==> config.mk <==
export PLATFORM = sky130hd
export DESIGN_NAME = sram_confreg_responder
export DESIGN_NICKNAME = d
export VERILOG_FILES = /design/src/rtl/sram_confreg_responder.sv
export SDC_FILE = /design/constraint.sdc
export NUM_CORES = 1
export LEC_CHECK = 0
export ABC_CLOCK_PERIOD_IN_PS = 3600
export BUFFER_PORTS_ARGS = -buffer_cell sky130_fd_sc_hd__buf_4
export CAP_MARGIN = 40
export CORE_MARGIN = 2
export CORE_UTILIZATION = 61
export CTS_CLUSTER_DIAMETER = 60
export DETAILED_ROUTE_END_ITERATION = 7
export GPL_TIMING_DRIVEN = 0
export HOLD_SLACK_MARGIN = 0.03
export PLACE_DENSITY = 0.85
export RECOVER_POWER = 25
export SLEW_MARGIN = 20
export SYNTH_ARGS = -nofsm -noshare
export SYNTH_HDL_FRONTEND = slang
export SYNTH_SLANG_ARGS = --single-unit
==> constraint.sdc <==
create_clock -name clk -period 3.6 [get_ports clk]
set_input_delay 0.18 -clock clk [delete_from_list [all_inputs] [get_ports clk]]
set_output_delay 0.18 -clock clk [all_outputs]
set_load 0.05 [all_outputs]
==> src/rtl/sram_confreg_responder.sv <==
// rtl/sram_confreg_responder.sv - data-SRAM responder implementing the confreg register page
// Optional feature macro: CONFREG_PRESCALE_EN (timer advances once every PRESCALE clocks)
// Ports:
//   clk        system clock, all state on the rising edge
//   resetn     asynchronous active-low reset
//   en         access strobe (data_sram_en)
//   wen        byte write enables; zero with en=1 means read
//   addr       physical byte address
//   wdata      write data
//   rdata      registered read data, one-edge latency
//   switch     board switch levels, already synchronised
//   led        LED register
//   timer_int  level interrupt, high while the compare match is pending
module sram_confreg_responder #(
  parameter logic [31:0] BASE_ADDR = 32'h1FAF_0000,
  parameter int          PRESCALE  = 4
) (
  input  logic        clk,
  input  logic        resetn,
  input  logic        en,
  input  logic [3:0]  wen,
  input  logic [31:0] addr,
  input  logic [31:0] wdata,
  output logic [31:0] rdata,
  input  logic [7:0]  switch,
  output logic [15:0] led,
  output logic        timer_int
);

  localparam logic [15:0] OFF_SCRATCH = 16'h0000;
  localparam logic [15:0] OFF_TIMER   = 16'hE000;
  localparam logic [15:0] OFF_COMPARE = 16'hE004;
  localparam logic [15:0] OFF_STATUS  = 16'hE008;
  localparam logic [15:0] OFF_LED     = 16'hF000;
  localparam logic [15:0] OFF_SWITCH  = 16'hF020;

  if (PRESCALE < 2 || PRESCALE > 256) begin : gBadPrescale
    $error("sram_confreg_responder: PRESCALE must be in 2..256");
  end

  logic [31:0] scratchReg;
  logic [31:0] timerReg;
  logic [31:0] compareReg;
  logic [15:0] ledReg;
  logic        pendingReg;

  logic        pageHit;
  logic [13:0] wordOff;
  logic        selScratch, selTimer, selCompare, selStatus, selLed, selSwitch;
  logic        doRead, doWrite;
  logic        scratchWr, timerWr, compareWr, ledWr, statusClr;
  logic        timerTick, timerMatch;
  logic [31:0] readValue;
  logic [31:0] ledMerged;
  logic        unusedAddrBits;

  // Byte-lane merge shared by every RW register.
  function automatic logic [31:0] mergeBytes(input logic [31:0] oldVal,
                                             input logic [31:0] newVal,
                                             input logic [3:0]  be);
    logic [31:0] merged;
    for (int i = 0; i < 4; i++) begin
      merged[8*i +: 8] = be[i] ? newVal[8*i +: 8] : oldVal[8*i +: 8];
    end
    return merged;
  endfunction

  // Registers are word-sized, so the byte offset within the word plays no part in decode.
  assign unusedAddrBits = &{1'b0, addr[1:0]};
  assign pageHit = (addr[31:16] == BASE_ADDR[31:16]);
  assign wordOff = addr[15:2];

  assign selScratch = pageHit && (wordOff == OFF_SCRATCH[15:2]);
  assign selTimer   = pageHit && (wordOff == OFF_TIMER[15:2]);
  assign selCompare = pageHit && (wordOff == OFF_COMPARE[15:2]);
  assign selStatus  = pageHit && (wordOff == OFF_STATUS[15:2]);
  assign selLed     = pageHit && (wordOff == OFF_LED[15:2]);
  assign selSwitch  = pageHit && (wordOff == OFF_SWITCH[15:2]);

  assign doRead  = en && (wen == 4'b0000);
  assign doWrite = en && (wen != 4'b0000);

  assign scratchWr = doWrite && selScratch;
  assign timerWr   = doWrite && selTimer;
  assign compareWr = doWrite && selCompare;
  assign ledWr     = doWrite && selLed;
  assign statusClr = doWrite && selStatus && wen[0] && wdata[0];

  assign ledMerged = mergeBytes({16'h0000, ledReg}, wdata, wen);

  // A COMPARE write in the same cycle suppresses the match so software can re-arm cleanly.
  assign timerMatch = (timerReg == compareReg) && !compareWr;

`ifdef CONFREG_PRESCALE_EN
  localparam int              PS_W    = (PRESCALE > 2) ? $clog2(PRESCALE) : 1;
  localparam logic [PS_W-1:0] PS_LAST = PS_W'(PRESCALE - 1);

  logic [PS_W-1:0] prescaleCnt;

  always_ff @(posedge clk or negedge resetn) begin
    if (!resetn) begin
      prescaleCnt <= '0;
    end else if (timerWr || prescaleCnt == PS_LAST) begin
      prescaleCnt <= '0;
    end else begin
      prescaleCnt <= prescaleCnt + 1'b1;
    end
  end

  // Tick on the cycle the counter wraps back to zero.
  assign timerTick = (prescaleCnt == PS_LAST);
`else
  assign timerTick = 1'b1;
`endif

  always_comb begin
    readValue = 32'h0000_0000;
    if (selScratch) readValue = scratchReg;
    if (selTimer)   readValue = timerReg;
    if (selCompare) readValue = compareReg;
    if (selStatus)  readValue = {31'h0, pendingReg};
    if (selLed)     readValue = {16'h0000, ledReg};
    if (selSwitch)  readValue = {24'h00_0000, switch};
  end

  always_ff @(posedge clk or negedge resetn) begin
    if (!resetn) begin
      rdata      <= 32'h0000_0000;
      scratchReg <= 32'h0000_0000;
      timerReg   <= 32'h0000_0000;
      compareReg <= 32'hFFFF_FFFF;
      ledReg     <= 16'h0000;
      pendingReg <= 1'b0;
    end else begin
      if (doRead) begin
        rdata <= readValue;
      end
      if (scratchWr) begin
        scratchReg <= mergeBytes(scratchReg, wdata, wen);
      end
      if (ledWr) begin
        ledReg <= ledMerged[15:0];
      end
      // A CPU write wins over the increment; unwritten bytes keep the pre-edge count.
      if (timerWr) begin
        timerReg <= mergeBytes(timerReg, wdata, wen);
      end else if (timerTick) begin
        timerReg <= timerReg + 32'd1;
      end
      if (compareWr) begin
        compareReg <= mergeBytes(compareReg, wdata, wen);
      end
      // Set beats clear so a match on the clearing edge is never lost.
      if (timerMatch) begin
        pendingReg <= 1'b1;
      end else if (compareWr || statusClr) begin
        pendingReg <= 1'b0;
      end
    end
  end

  assign led       = ledReg;
  assign timer_int = pendingReg;

endmodule

* After elaboration in Yosys (flattened, before gate mapping)
Cells that the tools add are included.
** Word-level totals
- Register bits after elaboration :: 145
- Input bits :: 79
- Output and inout bits :: 49
- Word-level logic and storage cells :: 73
** Cells by class
- Add/subtract/negate cells :: 1
- Eq/ne operators :: 11
- Muxes and demuxes :: 13
- Reductions and logical operators :: 32
** Operator list (number)
- 32-bit 2-to-1 mux :: 7
- 14-bit == test, second input constant :: 5
- 32-bit by 1-bit adder with 32-bit output, second input constant :: 1
- 32-bit == test :: 1
- 8-bit 2-to-1 mux :: 4
- 2-bit AND reduction :: 10
- 16-bit by 13-bit == test with 1-bit output, second input constant :: 1
- 1-bit logical AND :: 16
- 14-bit zero test :: 1
- 2-bit != test, second input constant :: 4
- 4-bit zero test :: 1
- 4-bit nonzero test :: 1
- 1-bit 2-to-1 mux :: 2
- 2-bit nonzero test :: 1
- 1-bit zero test :: 1
- 1-bit logical OR :: 1

* Depth between registers and ports, before layout
Gate-level depths: netlist (run 1).
- Word-level depth :: 8
- Gate-level depth with buffers :: 9
- Depth with buffers taken out :: 7

* Worst setup path before layout (run 1)
No wires, ideal clock.
- Path type :: input -> register
- From :: input port addr[31]
- To :: register ledReg[0] (netlist: led[0])
- Library setup time :: 125 ps
- Data arrival time :: 2208 ps
- Data required time :: 3475 ps
- Slack :: 1267 ps
- Stages on the path :: 6
- Buffers on the path :: 1
- Cells stage by stage :: or4b_4 nor4_4 nand3_1 or4_1 buf_2 mux2_4
** On the way
- Cells in the longest elaborated chain, start to end :: 4
** Ends and longest elaborated chain
- start, declared :: line 22 : input logic [31:0] addr,
- 16-bit by 13-bit == test with 1-bit output :: line 70 : assign pageHit = (addr[31:16] == BASE_ADDR[31:16]);
- 1-bit logical AND :: line 77 : assign selLed = pageHit && (wordOff == OFF_LED[15:2]);
- 1-bit logical AND :: line 86 : assign ledWr = doWrite && selLed;
- 2-bit AND reduction (no source line)
- end signal, assigned :: line 142 : ledReg <= ledMerged[15:0];
- end, declared :: line 44 : logic [15:0] ledReg;
Every way passes these cells.
A chain may end at the register's enable or synchronous reset.

* Worst setup path after layout (run 1)
- From :: register timerReg[0]
- To :: register timerReg[22]
** On the way
- Cells in the longest elaborated chain, start to end :: 2
** Ends and longest elaborated chain
- start, declared :: line 42 : logic [31:0] timerReg;
- start signal, assigned :: line 146 : timerReg <= mergeBytes(timerReg, wdata, wen);
- start signal, assigned :: line 148 : timerReg <= timerReg + 32'd1;
- 32-bit by 1-bit adder with 32-bit output :: line 148
- 32-bit 2-to-1 mux :: line 145 : if (timerWr) begin
Every way passes these cells.

==> impl_results.md, run 1 <==
* Status: finished with violations
* Failing checks: capacitance limit, slew limit
* P_leak at 4.20 nW
* Final Wtd Congestion at 1.00
* Sink Count at 145
* Placed insts at 1088
* Drc violations at 0
* Yosys cell types at 58
* CTS Buf Count at 17
* # Post-CTS Setup Buffers at 0
* Number of synthesized flops with an enable pin at 0
* Die area at 0.0137 mm²
* CP max stage delay at 0.51 ns
* CP endpoint kind: flop
* Layout Skew at 0.00582 ns
* F_max at 362 MHz
* P per Cell Area at 401 mW/mm²
* Arrival time of the worst setup path at 3.11 ns
* Synthesized cell area at 0.00780 mm²
* Diodes inserted at 0
* FF-to-FF setup slack at 0.84 ns
* Fin crit share at 76.8%
* Top cell by count, worst path: and4_1
* Hold Fails Final Rpt at 0
* Post_cts resized at 0
* Slew Limit Fails at 44
* Initial Utilization at 62.1%
* Setup violators final at 0
* Die Wd at 117 µm
* Fraction of layout cells with a size suffix above 1 at 30.0%
* IO Pins at 128
* Fin cells at 1154
* TritonRoute pass-1 iters at 7
* Synth Register Bits at 145
* Initial antenna violation count at 0
* Largest net degree at the start of global routing at 103
* Crit Path Category: reg -> reg
* # port buffers at 121
* Crit path cell chain: ha_1, and3_1, and4_1, clkbuf_1, and4_1, a21boi_0, a311oi_1, a211oi_1
* Global route overflow at 0
* Sequential area share after synthesis at 47.0%
* Crit path max-delay cell type: a21boi_0
* Clock period minus worst slack at 2.76 ns
* First-pass GRT wire length at 38.4 mm
* Synthesized net count at 873
* Via density at 6.51
* Post-synthesis async set-or-reset flop share at 100%
* Peak VDD IR at 0.324 mV
* Via count at 7507
* DRT antenna net count at 0
* CP Data Required Time at 3.95 ns
* Finished layout cell area at 0.00996 mm²
* Reg2Reg Depth at 8
* WHS Path Cells at 2
* Most common cell after layout, fill and taps aside: buf_4
* H-tree level count at 4
* DP HPWL at 16.8 mm
* Clk Latency, worst-skew pair at 0.43 ns
* Vias in the first global route at 7300
* Synthesis-to-finish area growth at 27.6%
* GRT Util Overall at 37.3%
* Routed WL per cell at 21.5 µm
* Routed wire length at 24.8 mm
* Root Driver: clkbuf_16
* Power after layout at 3.99 mW
* Hold endpoint: led[0]
* Number of fill cells at 794
* Final total negative setup slack at 0 ns
* Gate Count Post-Synth at 793
* Worst r2r src: timerReg[0]
* Nets at 1049
* Slew HR at -60.8%
* Placed inst area at 0.00897 mm²
* Top FF cell, synth: dfrtp_1
* CORE AREA at 0.0126 mm²
* Worst Max-Slew Pin Slew at 2.41 ns
* Die Span Y at 117 µm
* Syn avg cell area at 9.84 µm²
* Synth Warn # at 0
* CTS clock-pin slew for the worst setup and hold paths at 0.06 ns
* Max Cap Viol at 1
* Clock buffer depth at 2
* Site Rows at 41
* 1st-iter DRT viols at 954
* Most frequent cells in the layout: buf_4, dfrtp_1, a21oi_1, nor2_1, mux2_2
* Startpoint types: flop
* Min-delay worst type: in -> reg
* Crit Path Max Fanout at 7
* RSZ-0062 raised after global routing: false
* Worst r2r dst: timerReg[22]
* CTS tree: yes
* Min-Delay Startpoint: wdata[0]
-- routing by layer --
| metal | global-route usage, % | up-vias | part of all wire, % |
|---|---|---|---|
| li1 | - | 3280 | - |
| met1 | 48.8 | 3578 | 38 |
| met2 | 57.7 | 559 | 46 |
| met3 | 9.99 | 90 | 12 |
| met4 | 19.1 | 0 | 4.2 |
| met5 | 0 | - | 0 |
-- cell type report --
class | instances | area, µm² | share of cell area (%)
multi-input combinational | 596 | 3940 | 39.5
buffer | 47 | 181 | 1.82
clock inverter | 12 | 204 | 2.05
clock buffer | 20 | 467 | 4.69
tap | 172 | 215 | 2.16
sequential | 145 | 3670 | 36.8
timing repair buffer | 157 | 1270 | 12.8
inverter | 5 | 18.8 | 0.188
-- flip-flops by register name, summed over array words and instances (netlist names) --
signal	count
compareReg	32
led	16
rdata	32
scratchReg	32
timerReg	32
timer_int	1
-- worst max-delay path by stage --
stage	end	from	slack, ns
floorplan	led[0]	addr[31]	1.27
detailed placement	led[9]	addr[31]	0.49
global placement	rdata[15]	addr[31]	0.52
CTS	led[12]	addr[31]	0.92
finish	timerReg[22]	timerReg[0]	0.84
global route	timerReg[22]	timerReg[6]	0.58
-- synth_stat cells, types with 8 or more instances --
library cell | instances | area [µm²]
clkbuf_1 | 41 | 154
nor2_1 | 77 | 289
xnor2_1 | 33 | 289
o21ai_0 | 56 | 280
nand2b_1 | 9 | 56.3
a22oi_1 | 9 | 67.6
nand2_1 | 51 | 191
and3_1 | 12 | 75.1
o211ai_1 | 8 | 60.1
a21oi_1 | 86 | 430
nand3_1 | 30 | 150
mux2_2 | 72 | 811
mux2_4 | 8 | 120
dfrtp_1 | 113 | 2830
o2bb2ai_1 | 8 | 70.1
dfstp_2 | 32 | 841
o22ai_1 | 13 | 81.3
o221a_2 | 8 | 90.1
nor3_1 | 15 | 75.1
a211oi_1 | 10 | 75.1
nand4_1 | 19 | 119
-- cells by family after synthesis --
| logic type | Yosys count | synth area share [%] |
|---|---|---|
| XOR/XNOR | 33 | 3.70 |
| buffers and inverters | 52 | 2.57 |
| multiplexers | 82 | 12.2 |
| AND/OR/NAND/NOR | 264 | 17.7 |
| adder cells (fa/ha/maj) | 1 | 0.160 |
| flip-flops | 145 | 47.0 |
| AO/OA/AOI/OAI | 216 | 16.7 |
-- through the flow --
step	util, %	setup WS [ns]	hold WS (ns)
floorplan	-	1.27	-0.116
global placement	71.0	0.523	0.427
detailed placement	71.3	0.494	0.0902
CTS	79.2	0.918	0.0363
global route	79.2	0.583	0.0454
finish	79.2	0.836	0.0505
-- power by group --
| part | switching [mW] | leakage (nW) | internal [mW] |
|---|---|---|---|
| registers | 0.00996 | 1.83 | 1.65 |
| clock network | 0.708 | 0.319 | 1.29 |
| logic | 0.204 | 2.05 | 0.133 |
-- critical path: cells and delay by family, from the launching register on --
family / cells / cell delay (ns)
fa+ha+maj: 1 / 0.27
buf+inv: 1 / 0.30
simple gates: 3 / 0.72
flops: 1 / 0.49
compound gates: 3 / 0.91
-- what timing repair did --
item | 4_1_cts | 5_1_grt
hold buffers | 32 | 0
endpoints found under the hold margin | 114 | 0
setup endpoints to repair | 0 | 0
Note: power is estimated with default switching activity, not from simulation.
==> inputs of run 2 (changes only) <==
--- a/config.mk
+++ b/config.mk
@@ -5,16 +5,16 @@
 export SDC_FILE = /design/constraint.sdc
 export NUM_CORES = 1
 export LEC_CHECK = 0
-export ABC_CLOCK_PERIOD_IN_PS = 3600
+export ABC_CLOCK_PERIOD_IN_PS = 2400
 export BUFFER_PORTS_ARGS = -buffer_cell sky130_fd_sc_hd__buf_4
 export CAP_MARGIN = 40
 export CORE_MARGIN = 2
-export CORE_UTILIZATION = 61
+export CORE_UTILIZATION = 52
 export CTS_CLUSTER_DIAMETER = 60
 export DETAILED_ROUTE_END_ITERATION = 7
 export GPL_TIMING_DRIVEN = 0
 export HOLD_SLACK_MARGIN = 0.03
-export PLACE_DENSITY = 0.85
+export PLACE_DENSITY = 0.77
 export RECOVER_POWER = 25
 export SLEW_MARGIN = 20
 export SYNTH_ARGS = -nofsm -noshare
==> constraint.sdc (replaced) <==
create_clock -name clk -period 2.4 [get_ports clk]
set_input_delay 0.12 -clock clk [delete_from_list [all_inputs] [get_ports clk]]
set_output_delay 0.12 -clock clk [all_outputs]
set_load 0.05 [all_outputs]
==> run 2 against run 1 <==
  * Die area rose by 17%
  * Hold slack improved by 0.011 ns
  * Flip-flop and latch count did not move
  * Clock skew rose by 0.0019 ns
  * Critical endpoint is now timerReg[19]
  * Combinational power rose by 50%
  * Design area rose by 0.50%
  * Critical path depth fell by 2
  * Sequential power rose by 50%
  * Total power rose by 41%
  * Worst setup slack got worse by 0.81 ns
  * Count of clock-buffer cells in the layout fell by 1
  * Sequential share of layout area fell by 0.17 points
  * The run still ends with capacitance limit, slew limit left
==> impl_results.md, run 2 (synthesis gave the netlist of run 1 again) <==
* Crit Path Max Fanout at 10 (was 7)
* Crit path max-delay cell type: nand4_1 (was a21boi_0)
* Crit Path Category: in -> reg (was reg -> reg)
* IO Pins at 128 (unchanged)
* P_leak at 4.23 nW (was 4.20 nW)
* First-pass GRT wire length at 38.3 mm (was 38.4 mm)
* Sw frac at 24.6% (was 23.1%)
* Placed insts at 1101 (was 1088)
* Clk Latency, worst-skew pair at 0.43 ns (about the same)
* Die area at 0.0160 mm² (was 0.0137 mm²)
* Status: finished with violations (unchanged)
* Max Cap Viol at 1 (unchanged)
* Crit path cell chain: clkbuf_1, nor4_1, nor2b_1, nand4_1, a31o_2, a211o_1 (was ha_1, and3_1, and4_1, clkbuf_1, and4_1, a21boi_0, a311oi_1, a211oi_1)
* Worst Max-Slew Pin Slew at 1.70 ns (was 2.41 ns)
* Die Span Y at 127 µm (was 117 µm)
* Sink Count at 145 (unchanged)
* Initial Utilization at 53.5% (was 62.1%)
* Root Driver: clkbuf_16 (unchanged)
* Arrival time of the worst setup path at 2.68 ns (was 3.11 ns)
* Global route overflow at 0 (unchanged)
* Clock period minus worst slack at 2.37 ns
* P per Cell Area at 561 mW/mm² (was 401 mW/mm²)
* Site Rows at 44 (was 41)
* CORE AREA at 0.0146 mm² (was 0.0126 mm²)
* CTS tree: yes (unchanged)
* Layout Skew at 0.00769 ns (was 0.00582 ns)
* 1st-iter DRT viols at 834 (was 954)
* Peak VDD IR at 0.422 mV (was 0.324 mV)
* DP HPWL at 16.9 mm (was 16.8 mm)
* Power share of the sequential group at 44.4% (was 41.6%)
* Routed wire length at 24.2 mm (was 24.8 mm)
* H-tree level count at 4 (unchanged)
* Fin crit share at 98.8%
* Sw Pwr at 1.38 mW (was 0.923 mW)
* CTS clock-pin slew for the worst setup and hold paths at 0.06 ns (about the same)
* Setup violators final at 0 (unchanged)
* Comb power frac at 9.0% (was 8.4%)
* Fraction of layout cells with a size suffix above 1 at 32.1% (was 30.0%)
* Most common cell after layout, fill and taps aside: buf_4 (unchanged)
* F_max at 422 MHz
* CTS Buf Count at 17 (unchanged)
* Die Wd at 127 µm (was 117 µm)
* Clk pwr share at 46.6% (was 50.0%)
* Most frequent cells in the layout: buf_4, dfrtp_1, a21oi_1, nor2_1, mux2_2 (unchanged)
* Initial antenna violation count at 0 (unchanged)
* Pint at 4.23 mW (was 3.07 mW)
* TritonRoute pass-1 iters at 5 (was 7)
* Fin cells at 1171 (was 1154)
* DRT antenna net count at 0 (unchanged)
* Via count at 7254 (was 7507)
* RSZ-0062 raised after global routing: true (was false)
* Final Wtd Congestion at 0.955 (was 1.00)
* Nets at 1054 (was 1049)
* Diodes inserted at 0 (unchanged)
* Via density at 6.19 (was 6.51)
* Synthesis-to-finish area growth at 28.3% (was 27.6%)
* Failing checks: capacitance limit, slew limit (unchanged)
* CP endpoint kind: flop (unchanged)
* Min-delay worst type: in -> reg (unchanged)
* WHS at 0.0615 ns (was 0.0505 ns)
* Slew Limit Fails at 67 (was 44)
* Number of fill cells at 1160 (was 794)
* CP Data Required Time at 2.71 ns (was 3.95 ns)
* Drc violations at 0 (unchanged)
* Startpoint types: input port (was flop)
* # port buffers at 121 (unchanged)
* Vias in the first global route at 7160 (was 7300)
* Slew HR at -13.3% (was -60.8%)
* Routed WL per cell at 20.6 µm (was 21.5 µm)
* GRT Util Overall at 30.6% (was 37.3%)
* Power after layout at 5.62 mW (was 3.99 mW)
* Largest net degree at the start of global routing at 80 (was 103)
* Hold Fails Final Rpt at 0 (unchanged)
* CP max stage delay at 0.67 ns (was 0.51 ns)
* Clock buffer depth at 2 (unchanged)
-- run 2: cell count changes in the layout (fill, tap and decap cells not counted), moves of 3 or more --
cell / change
clkbuf_1: -5
buf_4: +6
clkinv_2: +3
bufinv_16: -3
clkbuf_2: +4
nor3_1: -3
-- run 2: cell type report --
cell class	count	area, µm²	area share, %
Clock inverter	13	138	1.38
Inverter	5	18.8	0.188
Tap cell	184	230	2.30
Timing Repair Buffer	166	1350	13.5
Buffer	43	170	1.70
Clock buffer	19	443	4.43
Multi-Input combinational cell	596	3990	39.9
Sequential cell	145	3670	36.7
-- run 2: final timing paths --
check | start | endpoint | slack (ns) | cells after the start
worst max-delay path | wen[0] | timerReg[19] | 0.03 | 6
worst min-delay path | switch[6] | rdata[6] | 0.06 | 4
worst max register to register | timerReg[1] | timerReg[22] | 0.09 | 7
worst min register to register | rdata[27] | rdata[27] | 0.48 | 2
max in group asynchronous | resetn | compareReg[10] | 0.56 | 3
min in group asynchronous | resetn | scratchReg[28] | 0.68 | 2
-- run 2: metrics by stage --
step                      util [%]  worst slack (ns)  setup TNS, ns  cell area, µm²
final                         68.6            0.0297              0           10000
after CTS                     68.1            0.0144              0            9930
after global routing          68.6           -0.0125        -0.0503           10000
after detailed placement      61.6            -0.721         -45.30            8990
after global placement        61.3            -0.667         -55.31            8940
after floorplan                  -             0.127              0            7800
-- run 2: power groups by stage --
stage / clock (mW) / sequential, mW / combinational [mW]
3_3_place_gp: 0 / 2.53 / 0.445
3_5_place_dp: 0 / 2.54 / 0.456
2_1_floorplan: 0 / 2.64 / 0.0925
4_1_cts: 2.63 / 2.49 / 0.502
5_1_grt: 2.75 / 2.50 / 0.538
6_report: 2.62 / 2.49 / 0.506
-- run 2: critical path: cells and delay by family --
family / cells / cell delay, ns
and+or+nand+nor: 3 / 1.50
AOI/OAI and AO/OA: 2 / 0.71
buffers and inverters: 1 / 0.35
-- run 2: what timing repair did --
| item | CTS | global route |
|---|---|---|
| setup buffers | 1 | 7 |
| hold buffers | 33 | 0 |
| endpoints found under the hold margin | 174 | 0 |
| resized for setup | 4 | 15 |
| endpoints found under the setup margin | 12 | 104 |
| pin swaps | 1 | 4 |
-- run 2: routing by layer --
layer / vias up / wire (µm) / global-route usage, %
li1: 3282 / - / -
met1: 3497 / 10000 / 41.2
met2: 408 / 10800 / 45.8
met3: 67 / 2490 / 9.15
met4: 0 / 809 / 14.1
met5: - / 0 / 0
==> inputs of run 3 (changes only) <==
--- a/config.mk
+++ b/config.mk
@@ -8,7 +8,7 @@
 export ABC_CLOCK_PERIOD_IN_PS = 2400
 export BUFFER_PORTS_ARGS = -buffer_cell sky130_fd_sc_hd__buf_4
 export CAP_MARGIN = 40
-export CORE_MARGIN = 2
+export CORE_MARGIN = 3
 export CORE_UTILIZATION = 52
 export CTS_CLUSTER_DIAMETER = 60
 export DETAILED_ROUTE_END_ITERATION = 7
==> run 3 against run 2 <==
  * The flow finishes with violations (capacitance limit, slew limit, setup timing)
  * Count of clock-buffer cells in the layout is 1 higher
  * Design area is 1.2% higher
  * Combinational power is 0.8% lower
  * Critical path depth is 1 higher
  * Sequential share of layout area is 0.42 points lower
  * Global-route usage is 1.4 points lower
  * Total power is 11% higher
  * Fmax is 2.1% lower
  * Via count is 0.92% lower
  * Flip-flop and latch count stayed put
  * Non-clock buffer count is 5 lower
  * Largest cell class unchanged
==> impl_results.md, run 3 (synthesis gave the netlist of run 1 again) <==
* F_max at 413 MHz (was 422 MHz)
* Clock buffer depth at 2 (unchanged)
* Min-Delay Startpoint: switch[6] (unchanged)
* Max Cap Viol at 1 (unchanged)
* Global route overflow at 0 (unchanged)
* Via count at 7187 (was 7254)
* P_leak at 4.28 nW (was 4.23 nW)
* Worst setup startpoint: addr[31] (was wen[0])
* Arrival time of the worst setup path at 2.77 ns (was 2.68 ns)
* First-pass GRT wire length at 37.5 mm (was 38.3 mm)
* Number of fill cells at 1150 (was 1160)
* CTS clock-pin slew for the worst setup and hold paths at 0.06 ns (about the same)
* Power share of the sequential group at 40.2% (was 44.4%)
* DRT antenna net count at 0 (unchanged)
* Synthesis-to-finish area growth at 29.8% (was 28.3%)
* Most frequent cells in the layout: buf_4, dfrtp_1, a21oi_1, nor2_1, mux2_2 (unchanged)
* Clk pwr share at 51.7% (was 46.6%)
* Peak VDD IR at 0.455 mV (was 0.422 mV)
* Fin worst setup slack at -0.0215 ns (was 0.0297 ns)
* Startpoint types: input port (unchanged)
* Final Wtd Congestion at 0.930 (was 0.955)
* Routed WL per cell at 20.5 µm (was 20.6 µm)
* Crit Path Category: in -> reg (unchanged)
* Failing checks: capacitance limit, slew limit, setup timing (was capacitance limit, slew limit)
* # port buffers at 121 (unchanged)
* DP HPWL at 17.0 mm (was 16.9 mm)
* Nets at 1049 (was 1054)
* Vias in the first global route at 6882 (was 7160)
* Cell family with most CP delay: simple AND/OR/NAND/NOR gates (unchanged)
* Layout Skew at 0.00562 ns (was 0.00769 ns)
* Initial antenna violation count at 1 (was 0)
* Root Driver: clkbuf_16 (unchanged)
* Fin crit share at 101% (was 98.8%)
* FF-to-FF setup slack at 0.18 ns (was 0.09 ns)
* Site Rows at 44 (unchanged)
* M3 GR Usage at 7.76% (was 9.15%)
* CTS tree: yes (unchanged)
* Largest net degree at the start of global routing at 78 (was 80)
* Slew Limit Fails at 69 (was 67)
* Crit Path Max Fanout at 9 (was 10)
* Comb power frac at 8.1% (was 9.0%)
* Core Util, Final at 69.4% (was 68.6%)
* Sw frac at 22.3% (was 24.6%)
* Status: finished with violations (unchanged)
* Met1 Use GR at 40.7% (was 41.2%)
* Finished layout cell area at 0.0101 mm² (was 0.0100 mm²)
* Final total negative setup slack at -0.102 ns (was 0 ns)
* Min-delay worst type: in -> reg (unchanged)
* CP Data Required Time at 2.75 ns (was 2.71 ns)
* Fraction of layout cells with a size suffix above 1 at 31.8% (was 32.1%)
* H-tree level count at 4 (unchanged)
* Die area at 0.0165 mm² (was 0.0160 mm²)
* Setup violators final at 9 (was 0)
* Via density at 6.16 (was 6.19)
* Diodes inserted at 0 (unchanged)
* Die Wd at 129 µm (was 127 µm)
* Slew HR at -18.7% (was -13.3%)
* Multi-input gate area at 0.00399 mm² (about the same)
* IO Pins at 128 (unchanged)
* Crit path max-delay cell type: nor2_2 (was nand4_1)
* Placed inst area at 0.00898 mm² (was 0.00899 mm²)
* Worst r2r src: timerReg[1] (unchanged)
* Routed wire length at 23.9 mm (was 24.2 mm)
* Sink Count at 145 (unchanged)
* CORE AREA at 0.0146 mm² (unchanged)
* RSZ-0062 raised after global routing: true (unchanged)
* Initial Utilization at 53.5% (unchanged)
* M2 GR Usage at 45.0% (was 45.8%)
* CTS Buf Count at 17 (unchanged)
* Clock period minus worst slack at 2.42 ns (was 2.37 ns)
* P per Cell Area at 613 mW/mm² (was 561 mW/mm²)
* Seq. cell area at 0.00367 mm² (unchanged)
* Crit path buf inv count at 1 (unchanged)
* Crit path cell chain: buf_4, or4b_4, nor4_4, and3_1, nand2_1, nor2_2, mux2_2 (was clkbuf_1, nor4_1, nor2b_1, nand4_1, a31o_2, a211o_1)
* Worst Max-Slew Pin Slew at 1.78 ns (was 1.70 ns)
* TritonRoute pass-1 iters at 5 (unchanged)
* Most common cell after layout, fill and taps aside: buf_4 (unchanged)
* GRT Util Overall at 29.2% (was 30.6%)
* Pint at 4.82 mW (was 4.23 mW)
* CP endpoint kind: flop (unchanged)
* Most Used Layer, Global Route: met2 (unchanged)
* CP max stage delay at 0.57 ns (was 0.67 ns)
* Clk Latency, worst-skew pair at 0.43 ns (about the same)
* Sw Pwr at 1.38 mW (about the same)
* Die Span Y at 129 µm (was 127 µm)
* 1st-iter DRT viols at 792 (was 834)
* Hold Fails Final Rpt at 0 (unchanged)
* Drc violations at 0 (unchanged)
-- run 3: metal layers --
layer	up-vias	part of all wire [%]
li1	3267	-
met5	-	0.029
met3	50	11
met4	2	2.4
met1	3495	41
met2	373	46
-- run 3: stage by stage --
stage,hold WS (ns),total power [mW],cells,setup slack (ns)
finish,0.0520,6.21,1166,-0.0215
global route,0.0950,6.38,1166,-0.0691
CTS,0.0478,6.22,1163,-0.0206
detailed placement,0.116,2.99,1099,-0.590
global placement,0.359,2.98,1098,-0.808
floorplan,-0.176,2.74,793,0.127
-- run 3: worst min-delay path: stages --
cell	delay [ns]
buf_4	0.07
nand2b_1	0.09
o22ai_1	0.06
a21oi_1	0.10
-- run 3: final cells by class --
cell class | instances | share of cell area [%]
flip-flops and latches | 145 | 36.2
clock inverters | 12 | 2.47
clock buffers | 20 | 4.61
inverters | 5 | 0.185
well taps | 184 | 2.27
multi-input cells | 596 | 39.4
repair buffers | 160 | 13.1
plain buffers | 44 | 1.72
-- run 3: what timing repair did --
item	in CTS	in global routing
pin swaps	0	5
hold buffers	33	0
endpoints found under the hold margin	171	0
setup buffers	0	4
endpoints found under the setup margin	37	88
gates resized for setup	5	15
-- run 3: power by group through the flow --
stage | clock network (mW) | logic (mW) | registers, mW
2_1_floorplan | 0 | 0.0925 | 2.64
3_3_place_gp | 0 | 0.444 | 2.53
3_5_place_dp | 0 | 0.455 | 2.54
4_1_cts | 3.22 | 0.501 | 2.49
5_1_grt | 3.35 | 0.536 | 2.50
6_report | 3.21 | 0.502 | 2.49
-- run 3: final timing paths --
path                             endpoint  cells past startpoint
max                        compareReg[29]                      7
min                              rdata[6]                      4
max reg2reg                  timerReg[22]                      7
min reg2reg                     rdata[28]                      2
max in group asynchronous     timerReg[0]                      2
min in group asynchronous       rdata[28]                      2
